### src/rtl/apb_master.sv
// Single-beat CPU-to-APB bridge: decodes the core request onto one of five slaves,
// runs SETUP/ACCESS, and returns read data with a one-cycle ready (err on unmapped/timeout).
module apb_master #(
    parameter int unsigned TIMEOUT = 16
) (
    input  logic        PCLK,
    input  logic        PRESET,
    input  logic        transfer,
    input  logic        write,
    input  logic [31:0] addr,
    input  logic [31:0] wdata,
    input  logic [2:0]  strb_in,
    output logic [31:0] rdata,
    output logic        ready,
    output logic        err,
    output logic [31:0] PADDR,
    output logic        PWRITE,
    output logic [31:0] PWDATA,
    output logic [2:0]  strb,
    output logic        PENABLE,
    output logic        PSEL0,
    output logic        PSEL1,
    output logic        PSEL2,
    output logic        PSEL3,
    output logic        PSEL4,
    input  logic [31:0] PRDATA0,
    input  logic [31:0] PRDATA1,
    input  logic [31:0] PRDATA2,
    input  logic [31:0] PRDATA3,
    input  logic [31:0] PRDATA4,
    input  logic        PREADY0,
    input  logic        PREADY1,
    input  logic        PREADY2,
    input  logic        PREADY3,
    input  logic        PREADY4
);

    localparam int unsigned CntW = $clog2(TIMEOUT + 1);

    typedef enum logic [1:0] {StIdle, StSetup, StAccess, StDone} state_e;

    state_e          state_q, state_d;
    logic [2:0]      sel_q, sel_d;
    logic [CntW-1:0] cnt_q, cnt_d;
    logic [31:0]     paddr_q, paddr_d;
    logic            pwrite_q, pwrite_d;
    logic [31:0]     pwdata_q, pwdata_d;
    logic [2:0]      strb_q, strb_d;
    logic [31:0]     rdata_q, rdata_d;
    logic            err_q, err_d;

    logic [19:0] page;
    logic        mapped;
    logic [2:0]  dec_idx;
    logic        sel_ready;
    logic [31:0] sel_rdata;
    logic        timeout_hit;
    logic        bus_active;

    assign page    = addr[31:12];
    assign mapped  = (page >= 20'h10000) && (page <= 20'h10004);
    assign dec_idx = page[2:0];

    always_comb begin
        sel_ready = 1'b0;
        sel_rdata = 32'h0;
        case (sel_q)
            3'd0: begin sel_ready = PREADY0; sel_rdata = PRDATA0; end
            3'd1: begin sel_ready = PREADY1; sel_rdata = PRDATA1; end
            3'd2: begin sel_ready = PREADY2; sel_rdata = PRDATA2; end
            3'd3: begin sel_ready = PREADY3; sel_rdata = PRDATA3; end
            3'd4: begin sel_ready = PREADY4; sel_rdata = PRDATA4; end
            default: begin sel_ready = 1'b0; sel_rdata = 32'h0; end
        endcase
    end

    // cnt_q holds completed ACCESS cycles, so the TIMEOUT-th cycle is the last one
    assign timeout_hit = (cnt_q == CntW'(TIMEOUT - 1));

    always_ff @(posedge PCLK or posedge PRESET) begin
        if (PRESET) begin
            state_q <= StIdle;
        end else begin
            state_q <= state_d;
        end
    end

    always_comb begin
        state_d = state_q;
        unique case (state_q)
            StIdle: begin
                if (transfer) begin
                    state_d = mapped ? StSetup : StDone;
                end
            end
            StSetup:  state_d = StAccess;
            StAccess: begin
                if (sel_ready || timeout_hit) begin
                    state_d = StDone;
                end
            end
            StDone:   state_d = StIdle;
            default:  state_d = StIdle;
        endcase
    end

    always_comb begin
        sel_d    = sel_q;
        cnt_d    = cnt_q;
        paddr_d  = paddr_q;
        pwrite_d = pwrite_q;
        pwdata_d = pwdata_q;
        strb_d   = strb_q;
        rdata_d  = rdata_q;
        err_d    = err_q;
        unique case (state_q)
            StIdle: begin
                if (transfer) begin
                    paddr_d  = addr;
                    pwrite_d = write;
                    pwdata_d = wdata;
                    strb_d   = strb_in;
                    sel_d    = mapped ? dec_idx : 3'd7;
                    cnt_d    = '0;
                    rdata_d  = 32'h0;
                    err_d    = !mapped;
                end
            end
            StAccess: begin
                cnt_d = cnt_q + 1'b1;
                // A ready slave wins over a simultaneous timeout
                if (sel_ready) begin
                    rdata_d = pwrite_q ? 32'h0 : sel_rdata;
                    err_d   = 1'b0;
                end else if (timeout_hit) begin
                    rdata_d = 32'h0;
                    err_d   = 1'b1;
                end
            end
            default: ;
        endcase
    end

    always_ff @(posedge PCLK or posedge PRESET) begin
        if (PRESET) begin
            sel_q    <= 3'd7;
            cnt_q    <= '0;
            paddr_q  <= 32'h0;
            pwrite_q <= 1'b0;
            pwdata_q <= 32'h0;
            strb_q   <= 3'h0;
            rdata_q  <= 32'h0;
            err_q    <= 1'b0;
        end else begin
            sel_q    <= sel_d;
            cnt_q    <= cnt_d;
            paddr_q  <= paddr_d;
            pwrite_q <= pwrite_d;
            pwdata_q <= pwdata_d;
            strb_q   <= strb_d;
            rdata_q  <= rdata_d;
            err_q    <= err_d;
        end
    end

    always_comb begin
        bus_active = (state_q == StSetup) || (state_q == StAccess);
        PENABLE    = (state_q == StAccess);
        ready      = (state_q == StDone);
        err        = (state_q == StDone) && err_q;
        PSEL0      = bus_active && (sel_q == 3'd0);
        PSEL1      = bus_active && (sel_q == 3'd1);
        PSEL2      = bus_active && (sel_q == 3'd2);
        PSEL3      = bus_active && (sel_q == 3'd3);
        PSEL4      = bus_active && (sel_q == 3'd4);
    end

    assign PADDR  = paddr_q;
    assign PWRITE = pwrite_q;
    assign PWDATA = pwdata_q;
    assign strb   = strb_q;
    assign rdata  = rdata_q;

endmodule
### config.mk
export PLATFORM = sky130hd
export DESIGN_NAME = apb_master
export DESIGN_NICKNAME = d
export VERILOG_FILES = /design/src/rtl/apb_master.sv
export SDC_FILE = /design/constraint.sdc
export NUM_CORES = 1
export LEC_CHECK = 0
export CAP_MARGIN = 15
export CORE_ASPECT_RATIO = 0.8
export CORE_MARGIN = 2
export CORE_UTILIZATION = 30
export CTS_CLUSTER_DIAMETER = 150
export DETAILED_ROUTE_END_ITERATION = 7
export DONT_BUFFER_PORTS = 1
export PLACE_DENSITY = 0.53
export SLEW_MARGIN = 20
export SYNTH_ARGS = -nofsm -noshare
export SYNTH_HDL_FRONTEND = slang
export SYNTH_SLANG_ARGS = --single-unit
### constraint.sdc
create_clock -name PCLK -period 8.9 [get_ports PCLK]
set_clock_uncertainty 0.1 [all_clocks]
set_input_delay 0.445 -clock PCLK [delete_from_list [all_inputs] [get_ports PCLK]]
set_output_delay 0.445 -clock PCLK [all_outputs]
set_load 0.1 [all_outputs]
Word-level counts from Yosys, hierarchy flattened:

Cells that the tools add are included.

* memories: 0
* word-level logic and storage cells: 58
* output and inout bits: 108
* input bits: 236
* memory bits (writable): 0
* ROM bits: 0
* bits in latches: 0
* flip-flop bits (word level): 111

* multiplexer cells: 18
* bitwise operators: 0
* shift-type cells: 0
* eq/ne operators: 11
* $add $sub $neg: 1
* multipliers: 0
* magnitude comparators: 2
* reduce and logical (&&, ||, !) cells: 17
* div/mod/pow operators: 0

Operators by type and width (number)
* $pmux W32 S5: 1
* $mux W32: 4
* $pmux W32 S2: 1
* $ge A20 B17 Y1 const B: 1
* $le A20 B17 Y1 const B: 1
* $pmux W5 S2: 1
* $pmux W2 S4: 1
* $logic_and A1 B1 Y1: 7
* $eq A3 B2 Y1 const B: 2
* $mux W2: 3
* $reduce_and A2 Y1: 3
* $add A5 B1 Y5 const B: 1
* $eq A5 B4 Y1 const B: 1
* $mux W5: 1
* $pmux W1 S5: 1
* $eq A2 B2 Y1 const B: 2
* $eq A3 B1 Y1 const B: 1
* $eq A3 B3 Y1 const B: 1
* $logic_not A3 Y1: 1
* $mux W1: 3
* $mux W3: 1
* $ne A3 B1 Y1 const B: 1
* $reduce_and A3 Y1: 1
* $eq A2 B1 Y1 const B: 1
* 7 further kinds: 8

Logic depth before layout (Yosys ltp):

* depth after elaboration: 5
* mapped depth: 9
* mapped depth without buffers: 6

Worst setup path after synthesis:

No wires, ideal clock.

* path type: register to output
* from: register sel_q[1]
* to: output port PSEL2
* path buffers: 2
* arrival: 3118 ps
* path slack: 5237 ps
* cell stages (with the launch flop): 5
* data required time: 8355 ps
* cell sequence: dfstp_2 > buf_6 > nand2b_1 > clkbuf_1 > nor3b_1

* word-level cells in the longest chain between the ends: 2

Ends and longest elaborated chain
* start, declared: RTL line 43 `logic [2:0] sel_q, sel_d;`
* start signal, assigned: RTL line 155 `sel_q <= sel_d;`
* $eq A3 B2 Y1: RTL line 173 `PSEL2 = bus_active && (sel_q == 3'd2);`
* $logic_and A1 B1 Y1: RTL line 173
* end, declared: RTL line 23 `output logic PSEL2,`

Every way passes these cells.

Worst setup path after layout:

* from: register sel_q[0]
* to: output port PSEL1

* word-level cells in the longest chain between the ends: 2

Ends and longest elaborated chain
* $eq A3 B1 Y1: RTL line 172 `PSEL1 = bus_active && (sel_q == 3'd1);`
* $logic_and A1 B1 Y1: RTL line 172
* end, declared: RTL line 22 `output logic PSEL1,`

Every way passes these cells.

==> impl_metrics.ini <==
[run_status]
status = finished clean

[route]
antenna_left = 0
first_pass_iters = 4
drtIter0Drc = 267
finalWirelength_um = 16500
num_vias = 3779
viasPerCell = 5.80
wire_per_inst_um = 25.4
remaining_drc_errors = 0

[placement]
dp_slack_ps = 4870
hpwlAfterDp_um = 12500
place.gp.congestion = 0.801
port-buffer-count = 0
dpl.cell_count = 634
dpl-instance-area_um2 = 5740

[worst_setup_path]
end_kind = output port
rr_worst_depth = 4
start_kind = flip-flop
path_class = flip-flop to output port
cp.arrival_ps = 3520
required_ps = 8360
critPathMaxFanout = 44

[synthesis]
ys_seq_area_share_pct = 50.3
syn_area_um2 = 5530
synth_edf_count = 0
syn_nets = 674
synth_top_family_by_area = multiplexers
ys_types = 43
synth_xor_area_share_pct = 0
synth.area.mux_share_pct = 20.3
synthCells = 433
postSynthAreaPerCell_um2 = 12.8
yosysWarnings = 0
ys.flop_type = dfrtp_1
synthSimpleGateAreaFrac_pct = 4.77
synthArstFlopShare_pct = 100
synth_compound_area_share_pct = 20.0
synth_adder_area_share_pct = 1.13
ys_seq_elements = 111

[global_routing]
grt_usage_pct = 16.5
grt_pass1_vias = 3971
antenna_found_initial = 1
grt_max_degree = 71
grt_pass1_wl_um = 24200
overflow = 0

[clock_network]
tritoncts = built
cts_num_sinks = 111
cts_resized = 0
clk_latency_ps = 360
cts_buffers = 9
cts_root_buffer = clkbuf_16
clkTransAtPathRegs_ps = 80
htreeDepth = 3
clock_path_buffers = 2
post_cts_buffers = 0

[pwr]
power.density_nw_per_um2 = 467
ir_drop_v = 0.000337
leakage_nw = 2.47

[timing]
relSlewSlack_pct = 30.5
tightest_slew_ps = 1040
hold-worst-slack_ps = 111
timing.fmax_ghz = 0.246
fin_ws_ps = 4840
rsz0062_at_grt = no
setup_viol = 0
drv_slew = 0
post-route-min-period_ps = 4060
final.period_utilization_pct = 45.7
hold_viol = 0
tns_ps = 0

[hold_path]
hp-class = primary input to flip-flop
holdPathStages = 1

[final_layout]
antenna_cells = 0
syn_to_final_growth_pct = 9.64
fin_nets = 657
drive_gt1_share_pct = 30.2
n_fill_cell = 1788
fin_area_um2 = 6060
fin_cells = 651

[floorplan]
boundaryPins = 344
num_rows = 44
start_util_pct = 30.5
die_area_um2 = 19500
core_um2 = 18100
die_w_um = 156
die_h_um = 125

[flow_run]
drv_cap = 0
[metrics by stage]
stage,power [mW],utilization (%)
after CTS,2.87,33.5
after floorplan,2.33,-
after global placement,2.42,31.7
after detailed placement,2.44,31.7
final,2.83,33.5
after global routing,2.94,33.5
[per-layer routing]
| layer | share of wire, % | GRT usage, % | vias up |
|---|---|---|---|
| met5 | 0.079 | 0 | - |
| met4 | 1.4 | 3.78 | 2 |
| met3 | 11 | 7.73 | 16 |
| met2 | 50 | 27.8 | 255 |
| met1 | 37 | 19.1 | 1850 |
| li1 | - | - | 1656 |
[flip-flops by register name, summed over array words and instances (netlist names)]
name / flops
PWDATA: 32
sel_q: 3
err_q: 1
rdata: 32
PADDR: 32
PWRITE: 1
strb: 3
cnt_q: 5
state_q: 2
[power by group]
part           internal [mW]  total [mW]  switching [mW]
combinational          0.208       0.455           0.248
sequential             0.646        1.96            1.31
clock                  0.202       0.416           0.214
total                   1.06        2.83            1.78
[Yosys cell counts, types with 3 or more instances]
cell       instances  area share, %
nor4_1             4           0.45
nand2_1            6           0.41
nor3b_1            3           0.41
a22oi_1           26            3.5
o2bb2ai_2         10            2.7
and2_1             5           0.57
o22ai_1           15            1.7
mux2_2            82             17
nor2b_1            6           0.68
dfstp_2            3            1.4
buf_6              3           0.61
a221oi_1          19            3.0
ha_1               5            1.1
inv_1              4           0.27
mux2i_1           20            3.6
o22a_1             3           0.48
o21ai_0            5           0.45
clkbuf_1          18            1.2
buf_1              5           0.34
nor3_1             3           0.27
dfrtp_1          108             49
nand3_1            5           0.45
o2bb2ai_1         28            4.4
buf_2             11            1.0
a22o_1            14            2.2
[kinds of logic (layout without fill, tap and decap cells)]
group | count (synthesis) | in the layout
adder cells (fa/ha/maj) | 5 | 5
AND/OR/NAND/NOR | 44 | 44
AO/OA/AOI/OAI | 130 | 130
buffers and inverters | 41 | 29
multiplexers | 102 | 102
flip-flops | 111 | 111
[final cells by class]
cell class / count / area (um^2) / area share (%)
Clock buffer: 9 / 225 / 3.71
Clock inverter: 7 / 85.1 / 1.40
Multi-Input combinational cell: 281 / 2570 / 42.5
Inverter: 4 / 17.5 / 0.289
Tap cell: 230 / 288 / 4.75
Timing Repair Buffer: 9 / 87.6 / 1.44
Sequential cell: 111 / 2790 / 45.9
[path summary, 6_finish.rpt]
path | startpoint | end | slack (ps)
min in group asynchronous | PRESET | PWDATA[29] | 490
hold reg to reg | cnt_q[1] | cnt_q[1] | 420
max in group asynchronous | PRESET | PWDATA[4] | 6900
setup reg to reg | sel_q[1] | rdata[2] | 5650
hold / removal | addr[14] | sel_q[2] | 110
setup / recovery | sel_q[0] | PSEL1 | 4840
[critical path, stage by stage, from the launching register on]
cell     delay (ps)
dfstp_4        1010
nor2b_1         780
nor2b_1         250
buf_4           280
and2_1          810
[repair_timing]
item                                    CTS  global route
hold buffers                              1             0
endpoints found under the setup margin    0             0
hold endpoints to repair                 41             0
[layout by cell type, fill, tap and decap left out, types with 2 or more instances in the layout]
cell type  Yosys  routed
clkinv_8       0       3
clkbuf_16      0      10
mux2i_1       20      20
o22ai_1       15      15
a21o_1         2       2
nor2_1         2       2
nor2b_1        6       6
nand3_1        5       5
nor3b_2        0       2
inv_1          4       3
nor3_1         3       2
nor4bb_1       2       2
inv_8          0       2
o22a_1         3       3
a221oi_1      19      19
ha_1           5       5
nand2_1        6       6
mux2_2        82      82
dfstp_2        3       2
o2bb2ai_1     28      28
o21ai_0        5       5
o2bb2ai_2     10      10
nor4_1         4       4
buf_4          0       7
a22oi_1       26      26
and2_1         5       4
dfrtp_1      108     108
nand2b_1       2       2
a22o_1        14      14
No activity file was read; power rests on OpenSTA's default activity.
